File: src/rtl/reservoir_sequencer.sv
// Sequencer that feeds masked samples into the delayed-feedback reservoir one
// virtual node per clock and records every reservoir output into state memory.
module reservoir_sequencer #(
  parameter int VIRTUAL_NODES    = 10,
  parameter int DATA_WIDTH       = 32,
  parameter int ADDR_WIDTH       = 16,
  parameter int STATE_ADDR_WIDTH = 20,
  parameter int RES_LATENCY      = 1
) (
  input  logic                        clk,
  input  logic                        rst,
  input  logic                        start,
  input  logic [ADDR_WIDTH-1:0]       num_samples,
  input  logic [VIRTUAL_NODES-1:0]    mask_bits,
  output logic                        busy,
  output logic                        done,
  output logic                        sample_rd_en,
  output logic [ADDR_WIDTH-1:0]       sample_addr,
  input  logic [DATA_WIDTH-1:0]       sample_rd_data,
  output logic [DATA_WIDTH-1:0]       res_din,
  input  logic [DATA_WIDTH-1:0]       res_dout,
  output logic                        state_wr_en,
  output logic [STATE_ADDR_WIDTH-1:0] state_wr_addr,
  output logic [DATA_WIDTH-1:0]       state_wr_data,
  output logic [2:0]                  fsm_state
);

  localparam logic [2:0] S_IDLE   = 3'd0;
  localparam logic [2:0] S_FETCH  = 3'd1;
  localparam logic [2:0] S_LOAD   = 3'd2;
  localparam logic [2:0] S_INJECT = 3'd3;
  localparam logic [2:0] S_DRAIN  = 3'd4;
  localparam logic [2:0] S_DONE   = 3'd5;

  localparam int NW = (VIRTUAL_NODES > 1) ? $clog2(VIRTUAL_NODES) : 1;
  localparam logic [NW-1:0] LAST_NODE = NW'(VIRTUAL_NODES - 1);
  localparam logic [NW-1:0] PRE_NODE  = NW'(VIRTUAL_NODES - 2);

  logic [2:0]               state;
  logic [NW-1:0]            node;
  logic [NW-1:0]            node_nxt;
  logic [ADDR_WIDTH-1:0]    smp;
  logic [ADDR_WIDTH:0]      smp_nxt;
  logic [ADDR_WIDTH-1:0]    num_r;
  logic [VIRTUAL_NODES-1:0] mask_r;
  logic [DATA_WIDTH-1:0]    cur_sample;
  logic [RES_LATENCY-1:0]   vld_pipe;
  logic [RES_LATENCY-1:0]   vld_shift;
  logic                     presenting;
  logic                     more;
  logic                     prefetch;

  function automatic logic [DATA_WIDTH-1:0] apply_mask(input logic [DATA_WIDTH-1:0] x,
                                                       input logic pos);
    return pos ? x : DATA_WIDTH'(-x);
  endfunction

  // Read strobes are fire-and-forget: sample_rd_en with sample_addr in cycle t
  // means sample_rd_data is valid in cycle t+1; the memory never stalls.
  always_comb begin
    node_nxt     = node + NW'(1);
    smp_nxt      = {1'b0, smp} + 1'b1;
    more         = smp_nxt < {1'b0, num_r};
    presenting   = (state == S_INJECT);
    prefetch     = presenting && (node == PRE_NODE) && more;
    sample_rd_en = (state == S_FETCH) || prefetch;
    sample_addr  = prefetch ? smp_nxt[ADDR_WIDTH-1:0] : '0;
    busy         = (state == S_FETCH) || (state == S_LOAD) ||
                   (state == S_INJECT) || (state == S_DRAIN);
    done         = (state == S_DONE);
    state_wr_en  = vld_pipe[RES_LATENCY-1];
    state_wr_data = state_wr_en ? res_dout : '0;
    vld_shift    = vld_pipe << 1;
    fsm_state    = state;
  end

  always_ff @(posedge clk) begin
    if (rst) begin
      state         <= S_IDLE;
      node          <= '0;
      smp           <= '0;
      num_r         <= '0;
      mask_r        <= '0;
      cur_sample    <= '0;
      res_din       <= '0;
      vld_pipe      <= '0;
      state_wr_addr <= '0;
    end else begin
      vld_pipe <= vld_shift | RES_LATENCY'(presenting);
      if (state_wr_en) state_wr_addr <= state_wr_addr + 1'b1;
      case (state)
        S_IDLE: begin
          res_din <= '0;
          if (start) begin
            if (num_samples != '0) begin
              num_r         <= num_samples;
              mask_r        <= mask_bits;
              smp           <= '0;
              node          <= '0;
              state_wr_addr <= '0;
              state         <= S_FETCH;
            end else begin
              state <= S_DONE;
            end
          end
        end
        S_FETCH: state <= S_LOAD;
        S_LOAD: begin
          cur_sample <= sample_rd_data;
          res_din    <= apply_mask(sample_rd_data, mask_r[0]);
          node       <= '0;
          state      <= S_INJECT;
        end
        S_INJECT: begin
          if (node != LAST_NODE) begin
            node    <= node_nxt;
            res_din <= apply_mask(cur_sample, mask_r[node_nxt]);
          end else begin
            node <= '0;
            // Prefetched data lands exactly now, so the next sample starts gap-free.
            if (more) begin
              smp        <= smp_nxt[ADDR_WIDTH-1:0];
              cur_sample <= sample_rd_data;
              res_din    <= apply_mask(sample_rd_data, mask_r[0]);
            end else begin
              res_din <= '0;
              state   <= S_DRAIN;
            end
          end
        end
        S_DRAIN: begin
          res_din <= '0;
          if (vld_shift == '0) state <= S_DONE;
        end
        S_DONE: begin
          res_din <= '0;
          state   <= S_IDLE;
        end
        default: state <= S_IDLE;
      endcase
    end
  end

endmodule

File: config.mk
export PLATFORM = sky130hd
export DESIGN_NAME = reservoir_sequencer
export DESIGN_NICKNAME = d
export VERILOG_FILES = /design/src/rtl/reservoir_sequencer.sv
export SDC_FILE = /design/constraint.sdc
export NUM_CORES = 1
export LEC_CHECK = 0
export CAP_MARGIN = 20
export CORE_ASPECT_RATIO = 0.5
export CORE_MARGIN = 5
export CORE_UTILIZATION = 40
export DETAILED_ROUTE_END_ITERATION = 10
export GPL_ROUTABILITY_DRIVEN = 0
export PLACE_DENSITY = 0.67
export SLEW_MARGIN = 20
export SYNTH_ARGS = -nofsm -noshare
export SYNTH_HDL_FRONTEND = slang
export SYNTH_SLANG_ARGS = --single-unit
File: constraint.sdc
create_clock -name clk -period 10 [get_ports clk]
set_input_delay 3 -clock clk [delete_from_list [all_inputs] [get_ports clk]]
set_output_delay 3 -clock clk [all_outputs]
set_load 0.005 [all_outputs]
Word-level counts from Yosys, hierarchy flattened
Index checks and enable logic that the tools add are counted.
{"block": "totals", "ff_bits": 134, "latch_bits": 0, "mem_bits_rw": 0, "romBits": 0, "in_bits": 93, "word_cells": 76, "mem_count": 0}
{"block": "op_classes", "addsub": 5, "multipliers": 0, "div": 0, "order_cmp": 2, "n_eq_ne": 12, "shift": 0, "mux": 30, "bitwise_logic": 0, "reduce_logical": 18}
{"operator": "$mux W32", "count": 7}
{"operator": "$pmux W32 S3", "count": 1}
{"operator": "$mux W16", "count": 5}
{"operator": "$mux W20", "count": 4}
{"operator": "$neg A32 Y32", "count": 2}
{"operator": "$pmux W32 S2", "count": 1}
{"operator": "$pmux W16 S2", "count": 1}
{"operator": "$add A20 B1 Y20 const B", "count": 1}
{"operator": "$add A16 B1 Y17 const B", "count": 1}
{"operator": "$lt A17 B16 Y1", "count": 1}
{"operator": "$reduce_bool A16 Y1", "count": 1}
{"operator": "$pmux W3 S5", "count": 1}
{"operator": "$mux W3", "count": 4}
{"operator": "$mux W4", "count": 3}
{"operator": "$pmux W4 S3", "count": 1}
{"operator": "$reduce_and A3 Y1", "count": 4}
{"operator": "$ne A2 B2 Y1 const B", "count": 4}
{"operator": "$eq A3 B2 Y1 const B", "count": 2}
{"operator": "$eq A3 B3 Y1 const B", "count": 2}
{"operator": "$reduce_bool A3 Y1", "count": 2}
{"operator": "$lt A4 B5 Y1 const B", "count": 1}
{"operator": "$reduce_and A5 Y1", "count": 1}
{"operator": "$add A4 B1 Y4 const B", "count": 1}
{"operator": "$bmux W1 S4", "count": 1}
{"operator": "other kinds (10)", "count": 15}

Longest topological paths before layout
Gate-level depths: netlist of the first run.
{"block": "logic_depth", "ltp_word": 6, "ltp_mapped": 16, "depth_no_buf": 13}

Worst setup path after synthesis of the first run
Ideal clock, no wire load.
{"block": "synth_timing", "path_type": "reg-to-output", "startpoint": "register smp[0]", "endpoint": "output port sample_rd_en", "arrival_ns": 3.372, "slack_ns": 3.628, "stages_incl_launch_ff": 14, "path_cell_list": "dfxtp_1 > ha_1 > nand3_1 > or2_2 > and2_1 > or2_2 > ha_1 > nand4_1 > or4_1 > o32ai_1 > nor4_1 > nand3_1 > clkbuf_1 > nand2_1"}
{"block": "synth_via", "elab_chain_len": 4}
{"item": "start: declaration", "line_no": "42", "text": "logic [ADDR_WIDTH-1:0] smp;"}
{"item": "start signal: assignment", "line_no": "122", "text": "smp <= smp_nxt[ADDR_WIDTH-1:0];"}
{"item": "$add A16 B1 Y17", "line_no": "62", "text": "smp_nxt = {1'b0, smp} + 1'b1;"}
{"item": "$lt A17 B16 Y1", "line_no": "63", "text": "more = smp_nxt < {1'b0, num_r};"}
{"item": "$logic_and A1 B1 Y1", "line_no": "65", "text": "prefetch = presenting && (node == PRE_NODE) && more;"}
{"item": "$logic_or A1 B1 Y1", "line_no": "66", "text": "sample_rd_en = (state == S_FETCH) || prefetch;"}
{"item": "end: declaration", "line_no": "17", "text": "output logic sample_rd_en,"}
Every way passes these cells.

Final worst setup path of the first run
{"block": "layout_timing", "startpoint": "register smp[0]", "endpoint": "output port sample_addr[12]"}
{"block": "layout_via", "elab_chain_len": 4}
{"item": "$add A16 B1 Y17 *", "line_no": "62"}
{"item": "$lt A17 B16 Y1", "line_no": "63"}
{"item": "$logic_and A1 B1 Y1", "line_no": "65"}
{"item": "$mux W16 *", "line_no": "67", "text": "sample_addr = prefetch ? smp_nxt[ADDR_WIDTH-1:0] : '0;"}
{"item": "end: declaration", "line_no": "18", "text": "output logic [ADDR_WIDTH-1:0] sample_addr,"}
Mark *: on every way between the ends. The rest lies on a longest branch, timed or not.

==> reports/qor.csv, run 1 <==
stage;metric;value;unit
synth;Commonest cells post-synth;146 x nor2_1, 134 x dfxtp_1, 67 x nand2_1;
worst_setup_path;Reg2Reg Launch Point;smp[0];
cts;TritonCTS Buffers;17;
finish;area occupied by multi-input gates;0.00482;mm^2
floorplanning;row count;36;
hold_path;Hold Crit Start;mask_r[3];
floorplanning;Die ar.;0.0227;mm^2
route;post-route ant nets;0;
timing;Worst Skew;0.00975;ns
placed_design;DP HPWL;16700;um
synth;#FFs+latches synth;134;
synth;Synth area leader;dfxtp_1;
route;drt wl/cell;16.5;um
cts;number of gates resized after cts;0;
synth;Cells after Synth;967;
finish;layout cells sized above 1;5.56;%
synth;count leader, synth;nor2_1;
floorplanning;Initial Utilization;40.5;%
synth;net count after synthesis;1082;
global_routing;GR Util All Layers;20.2;%
cts;clock slew at reported path FFs;0.07;ns
route;Vias;7506;
worst_setup_path;crit-path max FO;17;
synth;synth warn;0;
finish;FF/Latch Area;0.00268;mm^2
synth;Mapped Area;0.00787;mm^2
route;drc violations;0;
route;Initial DRC Count;399;
timing;Slew headroom;27.8;%
floorplanning;die height;109;um
outcome;status;finished clean;
worst_setup_path;Worst R2R End;cur_sample[18];
power_and_ir_drop;worst vdd ir;109;uV
cts;CTS tree;built;
global_routing;GRT overflow;0;
cts;cts hold-fix bufs;0;
timing;Final TNS setup;0;ns
synth;top_reg_cell synth;dfxtp_1;
global_routing;largest net degree at the start of global routing;72;
timing;Hold Vio Cnt, Final;0;
synth;part of the Yosys area used for sequential elements;34.1;%
global_routing;first-pass GRT wire length;37800;um
power_and_ir_drop;Power, Total;1610;uW
worst_setup_path;worst reg-to-reg setup slack;5.22;ns
worst_setup_path;FF-to-FF path depth;12;
finish;diode count;0;
synth;Post-synth EDFFs;0;
timing;Max Fclk;128;MHz
route;DRT Pass-1 Iters;5;
hold_path;Hold EP;mask_r[3];
cts;# Post-CTS Setup Buffers;0;
worst_setup_path;CP arrival;4.80;ns
worst_setup_path;Crit Path Category;reg2out;
timing;RSZ-0062 raised after global routing;no;
finish;fillers;1812;
route;WL final;23400;um
cts;clock buffer depth;2;
hold_path;min-delay worst type;reg2reg;
floorplanning;# IOs;200;
cts;CTS H-tree depth;4;
finish;Area Growth Syn to Fin;35.2;%
job;max_cap viols;0;
synth;Yosys cell types;62;
timing;fin crit period;7.80;ns
worst_setup_path;Critical Path RT;7.00;ns
finish;Layout Nets;1253;
cts;clk sink count;134;
hold_path;worst hold stages;2;
timing;final worst-path cycle share;78.0;%
placed_design;I/O Buffers;199;
worst_setup_path;crit end category;output pin;
synth;Post-synth ARST share;0;%
global_routing;antenna violations before repair;0;
synth;top cells by area, synth;dfxtp_1 34%, nor2_1 7.0%, mux2i_1 6.6%;
timing;fin. max-slew vios;0;
power_and_ir_drop;Leak Pwr;0.00422;uW
floorplanning;CORE AREA;0.0194;mm^2
route;post-DR vias/cell;5.30;
floorplanning;Die W;208;um
worst_setup_path;Worst setup SP type;flop;
cts;Root Buffer;clkbuf_16;
synth;Post-Syn Area per Cell;8.14;um^2
timing;Least-Margin Pin Slew;1.08;ns
synth;area share of the largest cell type after synthesis;34.1;%
power_and_ir_drop;PwrDens;151;mW/mm^2
global_routing;number of global-route vias before repair;7263;
timing;Setup-failing EPs final;0;
cts;Worst-Skew Late Latency;0.42;ns
[sequential cells by signal, summed over array words and instances, names as in the netlist]
| signal | count |
|---|---|
| smp | 16 |
| fsm_state | 3 |
| state_wr_addr | 20 |
| state_wr_en | 1 |
| res_din | 32 |
| node | 4 |
| num_r | 16 |
| cur_sample | 32 |
| mask_r | 10 |
[final cells by class]
cell class	count	area share, %
multi-input cells	745	45.3
flip-flops and latches	134	25.2
repair buffers	205	19.1
clock buffers	18	4.13
well taps	266	3.13
clock inverters	14	1.87
inverters	35	1.24
[placed cells by master, fill, tap and decap left out, types with 11 or more instances in the layout]
master / count
a21oi_1: 44
a22oi_1: 19
and2_1: 43
clkbuf_16: 17
clkdlybuf4s50_1: 198
dfxtp_1: 133
ha_1: 22
inv_1: 35
mux2i_1: 52
nand2_1: 66
nand3_1: 28
nor2_1: 146
nor2b_1: 18
nor3_1: 21
o21ai_0: 39
o21bai_1: 11
o31ai_1: 11
or3_1: 16
xnor2_1: 34
xor2_1: 50
[power breakdown]
group          switching [uW]  internal, uW  leakage, uW  total, uW
clock                     258           427     0.000300        685
combinational             176           158      0.00283        334
sequential               24.4           563      0.00109        587
[worst max-delay path by stage]
| stage | start | endpoint | slack (ns) | cells after the start |
|---|---|---|---|---|
| global placement | smp[0] | sample_addr[14] | 2.75 | 13 |
| finish | smp[0] | sample_addr[12] | 2.20 | 13 |
| floorplan | smp[0] | sample_rd_en | 3.63 | 13 |
| CTS | smp[0] | sample_addr[12] | 2.17 | 13 |
| detailed placement | smp[0] | sample_addr[12] | 2.67 | 13 |
| global route | smp[0] | sample_addr[12] | 1.78 | 12 |
[layer usage]
metal	part of all wire (%)	wire length (um)	GRT usage (%)
met5	0	0	0
met4	1.8	421	6.23
met3	5.2	1220	3.77
met2	48	11100	35.2
met1	45	10600	25.8
[logic make-up (layout without fill, tap and decap cells)]
logic type	after synthesis	count (layout)	share of synthesized area [%]
flops	134	134	34.1
compound gates	185	185	15.6
mux	57	57	7.76
simple gates	397	397	24.9
buf+inv	88	272	4.85
xor+xnor	84	84	9.35
fa+ha+maj	22	22	3.50
[worst max-delay path: stages (launching register included)]
cell	delay, ns
dfxtp_1	0.43
ha_1	0.28
nand3_1	0.21
or2_2	0.36
and2_1	0.17
or2_2	0.31
ha_1	0.29
nand4_1	0.11
or4_1	0.52
o32ai_1	0.34
nor4_1	0.17
nand3_1	0.57
nor2b_1	0.13
clkdlybuf4s50_1	0.48
[metrics by stage]
stage / hold WS (ns) / instance area [um^2] / cells / setup WS [ns] / utilization, %
6_report: 0.455 / 10600 / 1417 / 2.20 / 54.8
5_1_grt: 0.471 / 10600 / 1417 / 1.78 / 54.8
4_1_cts: 0.456 / 10600 / 1417 / 2.17 / 54.8
3_5_place_dp: 0.447 / 9990 / 1385 / 2.67 / 51.5
3_3_place_gp: 0.441 / 9990 / 1385 / 2.75 / 51.5
2_1_floorplan: 0.433 / 7870 / 967 / 3.63 / -
(Power assumes the default switching activity.)
==> run 2, diff against run 1 <==
--- a/config.mk
+++ b/config.mk
@@ -11,7 +11,7 @@
 export CORE_UTILIZATION = 40
 export DETAILED_ROUTE_END_ITERATION = 10
 export GPL_ROUTABILITY_DRIVEN = 0
-export PLACE_DENSITY = 0.67
+export PLACE_DENSITY = 0.7
 export SLEW_MARGIN = 20
 export SYNTH_ARGS = -nofsm -noshare
 export SYNTH_HDL_FRONTEND = slang
==> constraint.sdc (replaced) <==
create_clock -name clk -period 6.7 [get_ports clk]
set_input_delay 2.01 -clock clk [delete_from_list [all_inputs] [get_ports clk]]
set_output_delay 2.01 -clock clk [all_outputs]
set_load 0.005 [all_outputs]
==> run 2 against run 1 <==
Combinational power increased by 50%. Sequential share of layout area decreased by 0.077 points. Design area is 0.31% higher. Non-clock buffer count up 2. Cell count grew 0.14%. Hold slack got worse by 0.0025 ns. Critical path depth grew 1. Total power up 49%. Routed wire length grew 2.0%. Register-to-register slack worse by 3.1 ns. Count of clock-buffer cells in the layout up 3.
==> reports/qor.csv, run 2 (synthesis results as in run 1) <==
stage;metric;value;unit
cts;TritonCTS Buffers;17;
hold_path;worst hold stages;2;
timing;Max Fclk;156;MHz
global_routing;GRT overflow;0;
cts;cts hold-fix bufs;0;
worst_setup_path;highest cell delay on the worst timing path;0.54;ns
finish;Layout Nets;1255;
worst_setup_path;worst reg-to-reg setup slack;2.13;ns
route;Vias;7605;
job;max_cap viols;0;
hold_path;Hold EP;mask_r[9];
cts;clock slew at reported path FFs;0.06;ns
finish;commonest cells after routing, fill and taps aside;198 x clkdlybuf4s50_1, 146 x nor2_1, 133 x dfxtp_1;
floorplanning;die height;109;um
cts;Root Buffer;clkbuf_16;
worst_setup_path;Reg2Reg Launch Point;smp[0];
route;DRT Pass-1 Iters;6;
cts;CTS tree;built;
timing;Worst Skew;0.0148;ns
cts;CTS H-tree depth;4;
timing;RSZ-0062 raised after global routing;no;
finish;biggest regs;cur_sample: 32 flops, res_din: 32 flops, state_wr_addr: 20 flops;
cts;clk sink count;134;
worst_setup_path;FF-to-FF path depth;14;
timing;Least-Margin Pin Slew;1.08;ns
floorplanning;Initial Utilization;40.5;%
timing;Setup-failing EPs final;0;
route;post-route ant nets;0;
worst_setup_path;CP bufs+invs;2;
global_routing;number of global-route vias before repair;7491;
route;WL final;23900;um
worst_setup_path;Worst setup SP type;flop;
route;Initial DRC Count;788;
finish;fillers;1769;
placed_design;DP HPWL;17700;um
global_routing;antenna violations before repair;0;
finish;commonest non-fill, non-tap cell in the layout;clkdlybuf4s50_1;
floorplanning;CORE AREA;0.0194;mm^2
finish;layout cells sized above 1;5.81;%
timing;worst hold slack;0.452;ns
outcome;status;finished clean;
placed_design;I/O Buffers;199;
worst_setup_path;Crit Path Category;reg2out;
floorplanning;row count;36;
timing;Final TNS setup;0;ns
worst_setup_path;CP arrival;4.41;ns
worst_setup_path;Critical Path RT;4.69;ns
timing;Hold Vio Cnt, Final;0;
power_and_ir_drop;Leak Pwr;0.00424;uW
cts;Worst-Skew Late Latency;0.41;ns
hold_path;min-delay worst type;reg2reg;
timing;final worst-path cycle share;95.9;%
finish;Area Growth Syn to Fin;35.6;%
floorplanning;# IOs;200;
route;post-DR vias/cell;5.36;
route;drc violations;0;
worst_setup_path;crit-path max FO;17;
worst_setup_path;slowest CP cell;or4_1;
global_routing;largest net degree at the start of global routing;65;
worst_setup_path;crit end category;output pin;
worst_setup_path;CP top delay family;simple AND/OR/NAND/NOR gates;
global_routing;GR Util All Layers;20.7;%
worst_setup_path;Worst R2R End;cur_sample[23];
floorplanning;Die ar.;0.0227;mm^2
cts;clock buffer depth;2;
global_routing;first-pass GRT wire length;38400;um
floorplanning;Die W;208;um
worst_setup_path;crit-path cells;ha_1, nand3_1, or2_2, and2_1, or2_2, ha_1, nand4_1, or4_1, o32ai_2, nor4_2, nand3_1, buf_4, nor2b_1, clkdlybuf4s50_1;
power_and_ir_drop;PwrDens;225;mW/mm^2
route;drt wl/cell;16.8;um
timing;fin. max-slew vios;0;
timing;Slew headroom;26.4;%
hold_path;Hold Crit Start;mask_r[9];
power_and_ir_drop;worst vdd ir;151;uV
finish;diode count;0;
timing;fin crit period;6.42;ns
[run 2: cell count changes in the layout (fill, tap and decap cells not counted), sizes merged]
cell and change:
buf +2, clkbuf +3, clkinv +1, clkinvlp -2, inv -2
[run 2: where the power goes]
group | internal (uW) | leakage, uW | switching, uW
Clock | 655 | 0.000310 | 367
Combinational | 237 | 0.00284 | 264
Sequential | 840 | 0.00109 | 37.5
[run 2: routing by layer]
metal | share of wire [%] | track usage, %
met1 | 44 | 26.2
met2 | 49 | 36.5
met3 | 5.9 | 4.28
met4 | 1.0 | 5.20
met5 | 0 | 0
[run 2: cell type report]
| cell class | count | area (um^2) | area share [%] |
|---|---|---|---|
| Multi-Input combinational cell | 745 | 4830 | 45.3 |
| Timing Repair Buffer | 207 | 2050 | 19.2 |
| Sequential cell | 134 | 2680 | 25.2 |
| Clock buffer | 21 | 470 | 4.41 |
| Tap cell | 266 | 333 | 3.12 |
| Clock inverter | 11 | 171 | 1.61 |
| Inverter | 35 | 131 | 1.23 |
[run 2: worst max path at each step]
stage | cells past startpoint | to | start
floorplan | 13 | sample_rd_en | smp[0]
global placement | 14 | sample_addr[10] | smp[0]
detailed placement | 14 | sample_addr[10] | smp[0]
CTS | 14 | sample_addr[10] | smp[0]
global route | 14 | sample_addr[10] | smp[0]
finish | 14 | sample_addr[10] | smp[0]
[run 2: tightest hold or removal path: stages (launching register included)]
cell and delay [ns]:
dfxtp_1 0.30, nand2_1 0.05, a21oi_1 0.05
[run 2: timing repair]
action | 4_1_cts | 5_1_grt
buffers inserted | 0 | 0
resized for setup | 0 | 2
endpoints found under the setup margin | 0 | 17
[run 2: per-stage QoR]
stage	area [um^2]	total power [uW]	std cells	utilization, %	setup slack (ns)
after detailed placement	10000	1390	1387	51.6	0.630
final	10700	2400	1419	55.0	0.276
after CTS	10700	2420	1419	54.9	0.196
after floorplan	7870	1200	967	-	1.32
after global routing	10700	2510	1419	55.0	0.0310
after global placement	10000	1380	1387	51.6	0.776
==> run 3, diff against run 2 <==
--- a/config.mk
+++ b/config.mk
@@ -6,12 +6,14 @@
 export NUM_CORES = 1
 export LEC_CHECK = 0
 export CAP_MARGIN = 20
+export CELL_PAD_IN_SITES_DETAIL_PLACEMENT = 1
+export CELL_PAD_IN_SITES_GLOBAL_PLACEMENT = 2
 export CORE_ASPECT_RATIO = 0.5
 export CORE_MARGIN = 5
-export CORE_UTILIZATION = 40
+export CORE_UTILIZATION = 26
 export DETAILED_ROUTE_END_ITERATION = 10
 export GPL_ROUTABILITY_DRIVEN = 0
-export PLACE_DENSITY = 0.7
+export PLACE_DENSITY_LB_ADDON = 0.1
 export SLEW_MARGIN = 20
 export SYNTH_ARGS = -nofsm -noshare
 export SYNTH_HDL_FRONTEND = slang
==> constraint.sdc (replaced) <==
create_clock -name clk -period 6.7 [get_ports clk]
set_input_delay 1.34 -clock clk [delete_from_list [all_inputs] [get_ports clk]]
set_output_delay 1.34 -clock clk [all_outputs]
set_load 0.005 [all_outputs]
==> run 3 against run 2 <==
Total power is 5.6% lower. Maximum frequency is 4.5% higher. Utilization is 19 points lower. Combinational power is 3% higher. Global-route usage is 4.2 points lower. Cell count is 9.4% higher. Count of clock-buffer cells in the layout is 6 higher. Sequential power hardly changed. First-iteration DRC count is 64% lower. Non-clock buffer count is 2 higher. Critical path type unchanged. Largest cell class unchanged. Largest power group is now sequential cells. Highest routed layer unchanged.
==> reports/qor.csv, run 3 (synthesis results as in run 1) <==
stage;metric;value;unit
global_routing;GRT overflow;0;
worst_setup_path;Critical Path RT;5.36;ns
outcome;status;finished clean;
global_routing;GR Layer Usage met1;20.2;%
job;max_cap viols;0;
worst_setup_path;CP arrival;4.81;ns
placed_design;I/O Buffers;199;
cts;clock slew at reported path FFs;0.06;ns
timing;setup ws final;0.553;ns
floorplanning;row count;45;
placed_design;dpl cells;1522;
timing;Least-Margin Pin Slew;0.922;ns
finish;diode count;0;
timing;Worst Skew;0.0118;ns
finish;fillers;3527;
route;drt wl/cell;18.3;um
worst_setup_path;Worst setup SP type;flop;
global_routing;met3 GRT Util;3.55;%
timing;worst hold slack;0.461;ns
timing;Hold Vio Cnt, Final;0;
route;DRT Pass-1 Iters;4;
finish;Final Non-Filler Cells;1553;
finish;layout cells sized above 1;5.37;%
timing;Final TNS setup;0;ns
hold_path;min-delay worst type;reg2reg;
global_routing;antenna violations before repair;0;
cts;# Post-CTS Setup Buffers;0;
worst_setup_path;Critical path origin;smp[0];
cts;CTS H-tree depth;4;
power_and_ir_drop;worst vdd ir;191;uV
global_routing;largest net degree at the start of global routing;69;
route;Initial DRC Count;287;
finish;commonest non-fill, non-tap cell in the layout;clkdlybuf4s50_1;
finish;Layout Nets;1257;
finish;commonest cells after routing, fill and taps aside;198 x clkdlybuf4s50_1, 146 x nor2_1, 133 x dfxtp_1;
worst_setup_path;Crit Path Category;reg2out;
global_routing;first-pass GRT wire length;45100;um
timing;Slew headroom;38.1;%
floorplanning;die height;133;um
finish;fin area;0.0107;mm^2
timing;RSZ-0062 raised after global routing;no;
timing;fin. max-slew vios;0;
global_routing;number of global-route vias before repair;7984;
cts;clock buffer depth;2;
worst_setup_path;crit-path max FO;17;
global_routing;grt met2 use;29.3;%
floorplanning;Die W;256;um
cts;cts hold-fix bufs;0;
power_and_ir_drop;PwrDens;211;mW/mm^2
cts;CTS tree;built;
cts;Root Buffer;clkbuf_16;
floorplanning;CORE AREA;0.0301;mm^2
power_and_ir_drop;Leak Pwr;0.00420;uW
cts;clk sink count;134;
floorplanning;# IOs;200;
finish;Area Growth Syn to Fin;36.3;%
placed_design;setup slack at placement;0.674;ns
route;Vias;7616;
timing;fin crit period;6.15;ns
timing;final worst-path cycle share;91.8;%
route;WL final;28400;um
worst_setup_path;crit end category;output pin;
global_routing;GR Util All Layers;16.5;%
placed_design;Post-DP Area;0.0102;mm^2
worst_setup_path;Reg2Reg Launch Point;smp[0];
finish;biggest regs;cur_sample: 32 flops, res_din: 32 flops, state_wr_addr: 20 flops;
hold_path;Hold Crit Start;mask_r[4];
route;post-route ant nets;0;
cts;Worst-Skew Late Latency;0.44;ns
route;drc violations;0;
route;post-DR vias/cell;4.90;
timing;Max Fclk;163;MHz
floorplanning;Initial Utilization;26.2;%
global_routing;grt peak-use layer;met2;
placed_design;DP HPWL;20500;um
floorplanning;Die ar.;0.0341;mm^2
timing;Setup-failing EPs final;0;
cts;TritonCTS Buffers;17;
## run 3: changes by cell type in the layout (fill, tap and decap cells not counted), moves of 2 or more
| cell | before | now |
|---|---|---|
| clkbuf_1 | 1 | 6 |
| clkinv_4 | 2 | 0 |
| bufinv_16 | 4 | 0 |
| buf_4 | 9 | 11 |
| clkinv_2 | 2 | 4 |
| clkinvlp_4 | 2 | 0 |
## run 3: final timing paths
kind,end,slack (ns),cells after the start
worst min register to register,mask_r[4],0.46,2
worst max register to register,res_din[2],1.92,14
worst min-delay path,mask_r[4],0.46,2
worst max-delay path,sample_addr[10],0.55,12
## run 3: stage by stage
step                      power, uW  util, %
after global placement         1410     33.9
after CTS                      2300     35.6
final                          2270     35.7
after detailed placement       1420     33.9
after global routing           2390     35.7
after floorplan                1200        -
## run 3: where the power goes
group	switching [uW]	leakage (uW)	internal, uW
logic	281	0.00285	237
registers	35.9	0.00109	840
clock network	364	0.000261	508
total	680	0.00420	1580
## run 3: routing by layer
layer  share of wire, %  vias to the layer above
li1                   -                     3724
met1                 46                     3731
met2                 50                      141
met3                3.6                       20
met4                1.0                        0
met5                  0                        -
## run 3: what timing repair did
action                                  CTS  global route
endpoints found under the setup margin    0            17
resized for setup                         0             1
hold endpoints to repair                  0             0
## run 3: final cells by class
cell class	count	area (um^2)	area share [%]
clock inverter	4	20.0	0.187
inverter	35	131	1.23
multi-input combinational	745	4820	45.0
sequential	134	2680	25.0
timing repair buffer	209	2060	19.3
tap	399	499	4.66
clock buffer	27	503	4.69
## run 3: worst max-delay path: stages (launching register included)
cell and delay [ns]:
dfxtp_1 0.43, ha_1 0.28, nand3_1 0.22, or2_2 0.36
and2_1 0.17, or2_2 0.30, ha_1 0.29, a41oi_1 0.17
a21oi_1 0.18, nor4_1 0.65, nand3_2 0.54, nor2b_1 0.26
clkdlybuf4s50_1 0.53
